### config.mk
export PLATFORM = sky130hd
export DESIGN_NAME = count4_down_timer
export DESIGN_NICKNAME = d
export VERILOG_FILES = /design/src/rtl/count4_down_timer.sv
export SDC_FILE = /design/constraint.sdc
export NUM_CORES = 1
export LEC_CHECK = 0
export BUFFER_PORTS_ARGS = -buffer_cell sky130_fd_sc_hd__buf_2
export CAP_MARGIN = 20
export CORE_AREA = 2 2 39 41
export CTS_CLUSTER_SIZE = 8
export DETAILED_ROUTE_END_ITERATION = 7
export DIE_AREA = 0 0 41 43
export GPL_ROUTABILITY_DRIVEN = 1
export GPL_TIMING_DRIVEN = 1
export PLACE_DENSITY = 0.71
export SLEW_MARGIN = 10
export SYNTH_ARGS = -nofsm -noshare
export SYNTH_HDL_FRONTEND = slang
export SYNTH_SLANG_ARGS = --single-unit
### constraint.sdc
create_clock -name clk -period 3.33 [get_ports clk]
set_input_delay 0 -clock clk [delete_from_list [all_inputs] [get_ports clk]]
set_output_delay 0 -clock clk [all_outputs]
set_load 0.01 [all_outputs]
### src/rtl/count4_down_timer.sv
`default_nettype none
// ============================================================================
//  Module      : count4_down_timer
//  Description : Loadable down-counter with terminal-count detection and a
//                one-shot / auto-reload mode selected on the terminal cycle.
//                A three-state FSM (IDLE / RUN / DONE) tracks activity.
//
//  Ports
//    clk     in   1      clock, all state changes on the rising edge
//    clr_n   in   1      asynchronous active-low clear
//    enable  in   1      count-down qualifier
//    load    in   1      synchronous load strobe (priority over enable)
//    din     in   WIDTH  start value, also captured as the reload value
//    reload  in   1      1 = auto-reload, 0 = one-shot (sampled at tc)
//    count   out  WIDTH  current counter value (registered)
//    tc      out  1      terminal count (combinational)
//    busy    out  1      FSM is in RUN
//    done    out  1      FSM is in DONE
//
//  Revision    : 1.0  initial release
// ============================================================================
module count4_down_timer #(
    parameter int WIDTH = 4
) (
    input  logic             clk,
    input  logic             clr_n,
    input  logic             enable,
    input  logic             load,
    input  logic [WIDTH-1:0] din,
    input  logic             reload,
    output logic [WIDTH-1:0] count,
    output logic             tc,
    output logic             busy,
    output logic             done
);

    typedef enum logic [1:0] {
        ST_IDLE = 2'd0,
        ST_RUN  = 2'd1,
        ST_DONE = 2'd2
    } state_t;

    localparam logic [WIDTH-1:0] C_ZERO = '0;
    localparam logic [WIDTH-1:0] C_ONE  = {{(WIDTH-1){1'b0}}, 1'b1};

    state_t           r_state;
    state_t           w_state_nxt;
    logic [WIDTH-1:0] r_count;
    logic [WIDTH-1:0] w_count_nxt;
    logic [WIDTH-1:0] r_reload_val;
    logic [WIDTH-1:0] w_reload_val_nxt;
    logic             w_tc;

    // Terminal cycle: an enabled RUN cycle sitting at zero. A simultaneous
    // load wins and suppresses the pulse.
    assign w_tc = (r_state == ST_RUN) && enable && (r_count == C_ZERO) && !load;

    always_ff @(posedge clk or negedge clr_n) begin
        if (!clr_n) begin
            r_state      <= ST_IDLE;
            r_count      <= C_ZERO;
            r_reload_val <= C_ZERO;
        end else begin
            r_state      <= w_state_nxt;
            r_count      <= w_count_nxt;
            r_reload_val <= w_reload_val_nxt;
        end
    end

    always_comb begin
        w_state_nxt      = r_state;
        w_count_nxt      = r_count;
        w_reload_val_nxt = r_reload_val;

        if (load) begin
            w_count_nxt      = din;
            w_reload_val_nxt = din;
            w_state_nxt      = ST_RUN;
        end else begin
            case (r_state)
                ST_RUN: begin
                    if (enable) begin
                        if (r_count == C_ZERO) begin
                            // Zero never wraps: either restart the period or
                            // park at zero in DONE.
                            if (reload) begin
                                w_count_nxt = r_reload_val;
                            end else begin
                                w_state_nxt = ST_DONE;
                            end
                        end else begin
                            w_count_nxt = r_count - C_ONE;
                        end
                    end
                end
                ST_DONE: begin
                    w_count_nxt = C_ZERO;
                end
                default: begin
                    // IDLE holds everything until a load arrives.
                    w_state_nxt = r_state;
                end
            endcase
        end
    end

    assign count = r_count;
    assign tc    = w_tc;
    assign busy  = (r_state == ST_RUN);
    assign done  = (r_state == ST_DONE);

endmodule
`default_nettype wire

* Word level (Yosys, flattened, before mapping)
Index checks and enable logic that the tools add are counted.
** Word-level totals
- Register bits after elaboration :: 10
- Bits of input ports :: 9
** Cells by class
- Add/sub/neg operators :: 1
- Eq/ne operators :: 5
- Multiplexer cells :: 10
- Reduce and logical (&&, ||, !) cells :: 11
** Operators with widths (count)
- $mux 4 :: 4
- $mux 2 :: 5
- $pmux 4 s2 :: 1
- $reduce_bool 2->1 :: 3
- $logic_not 4->1 :: 1
- $ne 4x4->1 const B :: 1
- $reduce_and 4->1 :: 1
- $sub 4x1->4 const B :: 1
- $logic_and 1x1->1 :: 3
- $ne 3x3->1 const B :: 1
- $reduce_and 3->1 :: 1
- $reduce_bool 3->1 :: 1
- $eq 2x1->1 const B :: 1
- $eq 2x2->1 const B :: 1
- $ne 2x2->1 const B :: 1
- $logic_not 1->1 :: 1

* Logic depth before layout (Yosys ltp)
Gate-level depths: netlist (run 1).
- Depth after elaboration :: 5
- Mapped depth :: 5

* Least setup slack after synthesis (run 1)
No wires, ideal clock.
- Path type :: register to register
- Start point :: reg r_count[0] (netlist: count[0])
- End point :: reg r_count[3] (netlist: count[3])
- Setup time :: 101 ps
- Data arrival time :: 1506 ps
- Required time :: 3229 ps
- Path slack :: 1724 ps
- Cell stages (with the launch flop) :: 6
- Path through :: dfrtp_1 inv_1 ha_1 nor4b_4 or3_4 o311ai_2
** Between the ends
- Cells in the longest elaborated chain, start to end :: 5
** Ends and longest elaborated chain
- from (decl) :: RTL line 48 : logic [WIDTH-1:0] r_count;
- from (signal assigned) :: RTL line 65 : r_count <= w_count_nxt;
- $sub 4x1->4 / $logic_not 4->1 (equally long branches) :: RTL line 92, 83
- $mux 4 :: RTL line 83 : if (r_count == C_ZERO) begin
- $mux 4 :: RTL line 82 : if (enable) begin
- $pmux 4 s2 :: RTL line 80 : case (r_state)
- $mux 4 :: RTL line 75 : if (load) begin
Parallel ways exist; a longest one is shown, timed or not. The select of a mux whose other input is x is not followed.
A chain may end at the register's enable or synchronous reset.

* Final worst setup path (run 1)
- Start point :: reg r_count[0] (netlist: count[0])
- End point :: reg r_count[0] (netlist: count[0])
The elaborated chain is that of the path after synthesis.

==> metrics, run 1 <==
Finish-stage setup viols 0; Cell variety after synth 32; layout cell share with drive strength beyond 1 30.0%; Synth Cell Area 614 um^2; Yosys warning count 0; Combinational Power Share 27.4%; worst vdd ir 0.000221 V; Reg-to-Reg End count[0]; placed instance count 89; Root Buffer clkbuf_4; max frequency 573 MHz; Setup Crit Path Kind register to register; core area 1380 um^2; # IOs 16; P&R area growth vs syn 24.2%; crit path DAT 1920 ps; mux cell area share after synthesis 3.67%; Reg power frac 47.2%; Die Y 43 um; Final Slew Violations 0; total gr overflow 0; R2R cell count 5; GR Util met2 26.9%; worst reg2reg setup slack 1590 ps; Async SR Flop Fraction 100%; fin crit share 52.4%; min Tclk post-route 1740 ps; Mapped Nets 71; routed vias/inst 5.52; Ant. Diodes 0; drt pass-1 iters 4; TritonCTS clock tree yes; Max transition margin 77.3%; Detail Route Antenna Nets 0; post-synthesis compound-gate area fraction 19.1%; Final HPWL DP 963 um; PortBufs 15; global route hottest layer met2; WL final 1310 um; initial antenna violation count 0; Seq/Total Area, Yosys 40.7%; first-pass GRT wire length 2230 um; clock sinks 10; sw power 0.104 mW; most common cell after layout, fill and taps aside buf_2; Worst Setup End Kind register; Final Hold Viols 0; setup_tns 0 ps; Post-Syn Instances 60; vias in the first global route 497; NumNets Final 93; GP Congestion 0.776; Power Dens Cells 427 nW/um^2; filler instances 141; Die W 41 um; Clock transition at path regs 60 ps; pin count of the biggest net entering global routing 12; largest family of logic cells by synthesized area simple AND/OR/NAND/NOR gates; drt initial violations 1; post-DR wirelength/cell 13.6 um; HP Class input port to register; post-synthesis simple-gate area fraction 26.1%; Rows 14; met3 usage 4.71%; CTS Buffer Depth 2; Initial Util 44.4%; maxcap violations 0; Main synth FF type dfrtp_1; number of synthesized register bits 10; Worst Hold Path EP r_state[1]; Power Internal 0.222 mW; # Post-CTS Setup Buffers 0; RSZ-0062 raised after global routing no; GRT met1 Usage 26.5%; Synth Area in Adders 4.07%; Least-Margin Pin Slew 336 ps; DRC violations left 0; total number of vias 530; Reg-to-Reg Start count[0]; EDFF count, synth 0; Critical Path Fanout Max 6; most frequent cells in the layout buf_2 (15), dfrtp_1 (10), inv_1 (8); hold_ws 38.5 ps; LEAKAGE 0.358 nW; H-tree depth 1; HP Start load; Clock Skew 2.21 ps; Hold Crit Depth 2; crit start category register; die area 1760 um^2; xor and xnor area share after synthesis 0%; Skew-Pair Late Insertion Delay 260 ps; CP required 3510 ps; final non-filler cell total 96; status finished clean; switching share of power 31.8%; synthesized area per cell 10.2 um^2; CTS Buf Count 3; GR Util All Layers 18.9%; Clk pwr share 25.4%
through the flow:
stage	power (mW)	setup WS [ps]	utilization [%]	instance area (um^2)
floorplan	0.214	1720	-	614
detailed placement	0.242	1610	50.6	701
global route	0.349	1470	55.2	763
CTS	0.327	1590	55.2	763
global placement	0.241	1690	50.6	701
finish	0.326	1590	55.2	763
synthesized netlist by cell type (all sizes together) (2+ instances only):
cell	number	area [um^2]
a21o	2	15.0
and2	2	12.5
dfrtp	10	250
ha	2	25.0
inv	8	30.0
mux2	2	22.5
nand2	4	15.0
nand2b	2	12.5
nand3b	2	27.5
nor4b	2	32.5
o2111ai	2	17.5
o211ai	2	15.0
o21ai	3	15.0
registers in the layout, summed over array words and instances (netlist names):
register      flops
count             4
r_reload_val      4
r_state           2
worst max-delay path by stage:
stage,start,slack [ps],cells past startpoint,to
5_1_grt,count[0],1470,5,count[1]
6_report,count[0],1590,5,count[0]
4_1_cts,count[0],1590,5,count[1]
2_1_floorplan,count[0],1720,5,count[3]
3_3_place_gp,count[0],1690,5,count[1]
3_5_place_dp,count[0],1610,5,count[1]
power groups by stage:
| stage | clock [mW] | combinational (mW) | sequential, mW |
|---|---|---|---|
| after global placement | 0 | 0.0865 | 0.155 |
| after detailed placement | 0 | 0.0861 | 0.156 |
| after CTS | 0.0830 | 0.0901 | 0.154 |
| after floorplan | 0 | 0.0622 | 0.152 |
| final | 0.0829 | 0.0893 | 0.154 |
| after global routing | 0.0905 | 0.103 | 0.156 |
per-layer routing:
metal  share of wire [%]  routed length [um]  vias to the layer above
met4                0.77                  10                        0
met2                  49                 646                       12
met5                   0                   0                        -
li1                    -                   -                      262
met1                  45                 591                      254
met3                 4.4                  57                        2
kinds of logic (layout without fill, tap and decap cells):
| kind of cell | after synthesis | in the layout |
|---|---|---|
| buf+inv | 10 | 30 |
| compound gates | 15 | 15 |
| mux | 2 | 2 |
| simple gates | 21 | 21 |
| fa+ha+maj | 2 | 2 |
| flops | 10 | 10 |
final cells by class:
| cell class | count | area (um^2) | share of cell area [%] |
|---|---|---|---|
| sequential | 10 | 250 | 32.8 |
| clock buffer | 3 | 22.5 | 2.95 |
| multi-input combinational | 40 | 325 | 42.6 |
| tap | 16 | 20.0 | 2.62 |
| inverter | 8 | 30.0 | 3.93 |
| timing repair buffer | 19 | 115 | 15.1 |
worst max-delay path, cell delays in order, from the launching register on:
cell      delay, ps
dfrtp_1         430
inv_1           100
ha_1            250
nor3b_1         340
mux2_2          370
o211ai_1        160
timing repair:
action	CTS	global route
gates resized for setup	0	0
hold buffers	4	0
hold endpoints to repair	16	0
Note: power is estimated with default switching activity, not from simulation.
==> run 2, diff against run 1 <==
--- a/config.mk
+++ b/config.mk
@@ -7,10 +7,10 @@
 export LEC_CHECK = 0
 export BUFFER_PORTS_ARGS = -buffer_cell sky130_fd_sc_hd__buf_2
 export CAP_MARGIN = 20
-export CORE_AREA = 2 2 39 41
+export CORE_MARGIN = 1.5
+export CORE_UTILIZATION = 44
 export CTS_CLUSTER_SIZE = 8
 export DETAILED_ROUTE_END_ITERATION = 7
-export DIE_AREA = 0 0 41 43
 export GPL_ROUTABILITY_DRIVEN = 1
 export GPL_TIMING_DRIVEN = 1
 export PLACE_DENSITY = 0.71
==> constraint.sdc (replaced) <==
create_clock -name clk -period 1.6 [get_ports clk]
set_input_delay 0 -clock clk [delete_from_list [all_inputs] [get_ports clk]]
set_output_delay 0 -clock clk [all_outputs]
set_load 0.01 [all_outputs]
==> run 2 against run 1 <==
First-iteration DRC count rose to 5.0 times the previous value. Clock skew hardly changed. Clock power grew 110%. Count of clock-buffer cells in the layout unchanged. Sequential power rose by 99%. Final area increased by 5.7%. Setup slack worse by 1500 ps. Global-route usage grew 2.2 points. Fmax grew 19%. Critical path depth stayed put. Die area shrank 7.6%. Critical path type unchanged. Largest cell class unchanged.
==> metrics, run 2 (same netlist as run 1, synthesis figures left out) <==
worst vdd ir 0.000526 V (+140%); clock sinks 10 (unchanged); RSZ-0062 raised after global routing no; first-pass GRT wire length 2240 um (+0.63%); final instance area 807 um^2 (+5.7%); HP Class input port to register; Final Slew Violations 0 (unchanged); Worst Setup End Kind register; CP delay by family, top flip-flops; Reg-to-Reg Start count[1]; hold_ws 39.4 ps (+0.913 ps); Die Y 40.4 um (-6.1%); WL final 1420 um (+8.9%); P&R area growth vs syn 31.4%; Die W 40.4 um (-1.5%); Worst path max stage delay 380 ps (-50 ps); TritonCTS clock tree yes; Worst Hold Path EP r_state[1]; cells along the critical path inv_1 -> ha_2 -> nor3b_2 -> mux2_2 -> o211ai_1; initial antenna violation count 0 (unchanged); die area 1630 um^2 (-7.6%); pin count of the biggest net entering global routing 12 (unchanged); max frequency 681 MHz (+19%); Least-Margin Pin Slew 350 ps (+14.8 ps); Hold Crit Depth 2 (unchanged); R2R cell count 5 (unchanged); Area after DPL 739 um^2 (+5.5%); # Post-CTS Setup Buffers 0 (unchanged); most common cell after layout, fill and taps aside buf_2; status finished clean; crit path DAT 1650 ps (-270 ps); crit start category register; post-DR wirelength/cell 14.2 um (+4.5%); GP Congestion 0.858 (+11%); Metal-1 WL 619 um (+4.7%); Final WS setup 133 ps (-1450 ps); CP bufs+invs 1 (unchanged); min Tclk post-route 1470 ps (-277 ps); maxcap violations 0 (unchanged); Top Layer Used met4; Critical Path Fanout Max 3 (-3); Setup Crit Path Kind register to register; drt pass-1 iters 4 (unchanged); Final Hold Viols 0 (unchanged); Reg-to-Reg End count[1]; dpl ws 33.0 ps (-1580 ps); Met3 Wirelength 39 um (-32%); vias in the first global route 500 (+0.60%); CTS Buf Count 3 (unchanged); layout cell share with drive strength beyond 1 36.5% (+6.5 points); CTS Buffer Depth 2 (unchanged); H-tree depth 1 (unchanged); Finish-stage setup viols 0 (unchanged); DRC violations left 0 (unchanged); NumNets Final 98 (+5.4%); HP Start load; LEAKAGE 0.384 nW (+7.2%); Skew-Pair Late Insertion Delay 260 ps (about the same); Clock transition at path regs 60 ps (about the same); most frequent cells in the layout buf_2 (15), dfrtp_1 (10), inv_1 (8); Clock Skew 1.73 ps (-0.482 ps); PortBufs 15 (unchanged); Max stage delay cell, worst path dfrtp_1; total gr overflow 0 (unchanged); total number of vias 566 (+6.8%); setup_tns 0 ps (unchanged); routed vias/inst 5.66 (+2.5%); Detail Route Antenna Nets 0 (unchanged); CP required 1780 ps (-1730 ps); filler instances 116 (-18%); Rows 13 (-1); Initial Util 47.2% (+2.8 points); met2 WL 739 um (+14%); core area 1300 um^2 (-6.0%); drt initial violations 5 (+4); GR Util All Layers 21.1% (+2.2 points); worst reg2reg setup slack 130 ps (-1450 ps); fin crit share 91.7% (+39 points); # IOs 16 (unchanged); Power Dens Cells 884 nW/um^2 (+110%); Ant. Diodes 0 (unchanged); final core occ 62.0% (+6.9 points); Final HPWL DP 1090 um (+13%); Max transition margin 76.3% (-1.0 points); Root Buffer clkbuf_4
run 2: worst max-delay path by stage:
stage	from	to	slack [ps]	cells past startpoint
2_1_floorplan	count[0]	count[1]	20	5
3_3_place_gp	count[0]	count[0]	100	5
3_5_place_dp	count[0]	count[0]	30	5
4_1_cts	count[0]	count[0]	20	5
5_1_grt	count[1]	count[1]	50	5
6_report	count[1]	count[1]	130	5
run 2: metal layers:
| metal | up-vias | global-route usage, % |
|---|---|---|
| met5 | - | 0 |
| met4 | 0 | 7.50 |
| met3 | 2 | 3.33 |
| met2 | 11 | 35.3 |
| met1 | 282 | 27.1 |
| li1 | 271 | - |
run 2: cell type report:
| cell class | count | area [um^2] | share of cell area, % |
|---|---|---|---|
| clock buffers | 3 | 22.5 | 2.79 |
| inverters | 8 | 30.0 | 3.72 |
| multi-input cells | 40 | 333 | 41.2 |
| flip-flops and latches | 10 | 250 | 31.0 |
| well taps | 15 | 18.8 | 2.33 |
| repair buffers | 24 | 153 | 18.9 |
run 2: timing repair:
| action | CTS | global route |
|---|---|---|
| endpoints found under the setup margin | 0 | 2 |
| endpoints found under the hold margin | 16 | 0 |
| gates resized for setup | 0 | 1 |
| hold buffers | 4 | 0 |
run 2: worst register-to-register path, cell delays in order, from the launching register on:
cell      delay (ps)
dfrtp_1          380
inv_1             80
ha_2             180
nor3b_2          210
mux2_2           360
o211ai_1         160
run 2: metrics by stage:
stage / power, mW / std cells
2_1_floorplan: 0.447 / 60
3_3_place_gp: 0.529 / 93
3_5_place_dp: 0.539 / 93
4_1_cts: 0.718 / 100
5_1_grt: 0.756 / 100
6_report: 0.714 / 100
run 2: report_power, final:
group | total (mW) | internal [mW] | leakage [nW] | switching [mW]
logic | 0.235 | 0.121 | 0.250 | 0.114
clock network | 0.171 | 0.0869 | 0.0138 | 0.0844
registers | 0.307 | 0.280 | 0.120 | 0.0276
==> run 3, diff against run 2 <==
==> config.mk (replaced) <==
export PLATFORM = sky130hd
export DESIGN_NAME = count4_down_timer
export DESIGN_NICKNAME = d
export VERILOG_FILES = /design/src/rtl/count4_down_timer.sv
export SDC_FILE = /design/constraint.sdc
export NUM_CORES = 1
export LEC_CHECK = 0
export CAP_MARGIN = 20
export CORE_AREA = 2 2 39 41
export CTS_CLUSTER_SIZE = 8
export DETAILED_ROUTE_END_ITERATION = 7
export DIE_AREA = 0 0 41 43
export DONT_BUFFER_PORTS = 1
export GPL_ROUTABILITY_DRIVEN = 1
export GPL_TIMING_DRIVEN = 1
export SLEW_MARGIN = 10
export SYNTH_ARGS = -nofsm -noshare
export SYNTH_HDL_FRONTEND = slang
export SYNTH_SLANG_ARGS = --single-unit
==> run 3 against run 2 <==
Utilization decreased by 5.1 points. Final area decreased by 2.3%. Combinational power decreased by 5%. Sequential power about the same. Flip-flop and latch count unchanged. Critical path type unchanged. Largest cell class unchanged.
==> metrics, run 3 (same netlist as run 1, synthesis figures left out) <==
Final HPWL DP 1020 um (-6.5%); Ant. Diodes 0 (unchanged); # Post-CTS Setup Buffers 0 (unchanged); final core occ 57.0% (-5.1 points); WL final 1350 um (-5.1%); pin count of the biggest net entering global routing 11 (-1); GP Congestion 0.786 (-8.4%); worst vdd ir 0.000561 V (+6.6%); CP delay by family, top simple AND/OR/NAND/NOR gates; Worst path max stage delay 350 ps (-30 ps); P&R area growth vs syn 28.3%; crit path DAT 1630 ps (-20 ps); layout cell share with drive strength beyond 1 23.7% (-13 points); GR Util All Layers 18.3% (-2.9 points); Clock transition at path regs 60 ps (about the same); cells along the critical path inv_1 -> ha_2 -> nor4b_4 -> or3_4 -> o311ai_2; post-DR wirelength/cell 14.7 um (+3.1%); Die W 41 um (+1.6%); Clock Skew 0.160 ps (-1.57 ps); # IOs 16 (unchanged); Area after DPL 681 um^2 (-8.0%); filler instances 124 (+6.9%); setup_tns 0 ps (unchanged); Max stage delay cell, worst path dfrtp_1; hold_ws 27.3 ps (-12.1 ps); Power, Total 0.694 mW (-2.8%); final instance area 788 um^2 (-2.3%); Die Y 43 um (+6.5%); DRC violations left 0 (unchanged); LEAKAGE 0.348 nW (-9.4%); CTS Buf Count 3 (unchanged); core area 1380 um^2 (+6.3%); Final Hold Viols 0 (unchanged); HP Class input port to register; max frequency 679 MHz (-0.40%); drt pass-1 iters 4 (unchanged); CP bufs+invs 1 (unchanged); crit start category register; routed vias/inst 5.74 (+1.4%); Root Buffer clkbuf_4; vias in the first global route 502 (+0.40%); Worst Setup End Kind register; H-tree depth 1 (unchanged); first-pass GRT wire length 2200 um (-1.8%); Skew-Pair Late Insertion Delay 250 ps (about the same); Detail Route Antenna Nets 0 (unchanged); Finish-stage setup viols 0 (unchanged); status finished clean; clock sinks 10 (unchanged); Max transition margin 67.4% (-8.9 points); TritonCTS clock tree yes; initial antenna violation count 0 (unchanged); die area 1760 um^2 (+8.2%); min Tclk post-route 1470 ps (+5.82 ps); RSZ-0062 raised after global routing no; placed instance count 81 (-13%); PortBufs 0 (-15); drt initial violations 12 (+7); Final Slew Violations 0 (unchanged); NumNets Final 89 (-9.2%); most common cell after layout, fill and taps aside dfrtp_1; dpl ws 39.8 ps (+6.79 ps); most frequent cells in the layout dfrtp_1 (10), inv_1 (8), dlygate4sd3_1 (8); maxcap violations 0 (unchanged); Rows 14 (+1); Setup Crit Path Kind register to register; total gr overflow 0 (unchanged); Final WS setup 127 ps (-5.82 ps); Initial Util 44.4% (-2.8 points); CTS Buffer Depth 2 (unchanged); Least-Margin Pin Slew 487 ps (+136 ps); total number of vias 528 (-6.7%); final non-filler cell total 92 (-8.0%); Critical Path Fanout Max 3 (unchanged); fin crit share 92.1% (+0.36 points); Power Dens Cells 880 nW/um^2 (-0.44%); CP required 1760 ps (-20 ps)
## run 3: cell count changes in the layout (fill, tap and decap cells not counted)
cell / previous run / this run
dlygate4sd3_1: 4 / 8
buf_4: 5 / 7
buf_2: 15 / 0
## run 3: final timing paths
kind,startpoint,end,slack [ps],cells past startpoint
min in group asynchronous,clr_n,count[3],140,1
max in group asynchronous,clr_n,r_reload_val[1],1130,1
worst max-delay path,count[0],count[3],130,5
worst max register to register,count[0],count[3],130,5
worst min-delay path,load,r_reload_val[2],30,2
worst min register to register,r_reload_val[2],r_reload_val[2],480,1
## run 3: area by class of cell
cell class,count,area (um^2),area share [%]
clock buffers,3,22.5,2.86
inverters,8,30.0,3.81
multi-input cells,40,333,42.2
flip-flops and latches,10,250,31.7
well taps,16,20.0,2.54
repair buffers,15,133,16.8
## run 3: what timing repair did
item | 4_1_cts | 5_1_grt
endpoints found under the setup margin | 0 | 2
endpoints found under the hold margin | 20 | 0
hold buffers | 8 | 0
resized for setup | 0 | 1
## run 3: worst reg2reg max path: cells and delay by family (launching register included)
kind | cells | cell delay (ps)
simple gates | 2 | 480
buf+inv | 1 | 70
compound gates | 1 | 280
flops | 1 | 350
fa+ha+maj | 1 | 190
## run 3: where the power goes
group          total, mW  internal, mW  switching [mW]
clock              0.165        0.0865          0.0780
combinational      0.224         0.116           0.108
sequential         0.306         0.280          0.0261
## run 3: routing by layer
| metal | track usage, % | vias to the layer above | share of wire [%] |
|---|---|---|---|
| met4 | 4.00 | 0 | 0 |
| met2 | 28.1 | 16 | 46 |
| met3 | 5.24 | 0 | 6.4 |
| met1 | 24.6 | 255 | 47 |
| li1 | - | 257 | - |
| met5 | 0 | - | 0 |
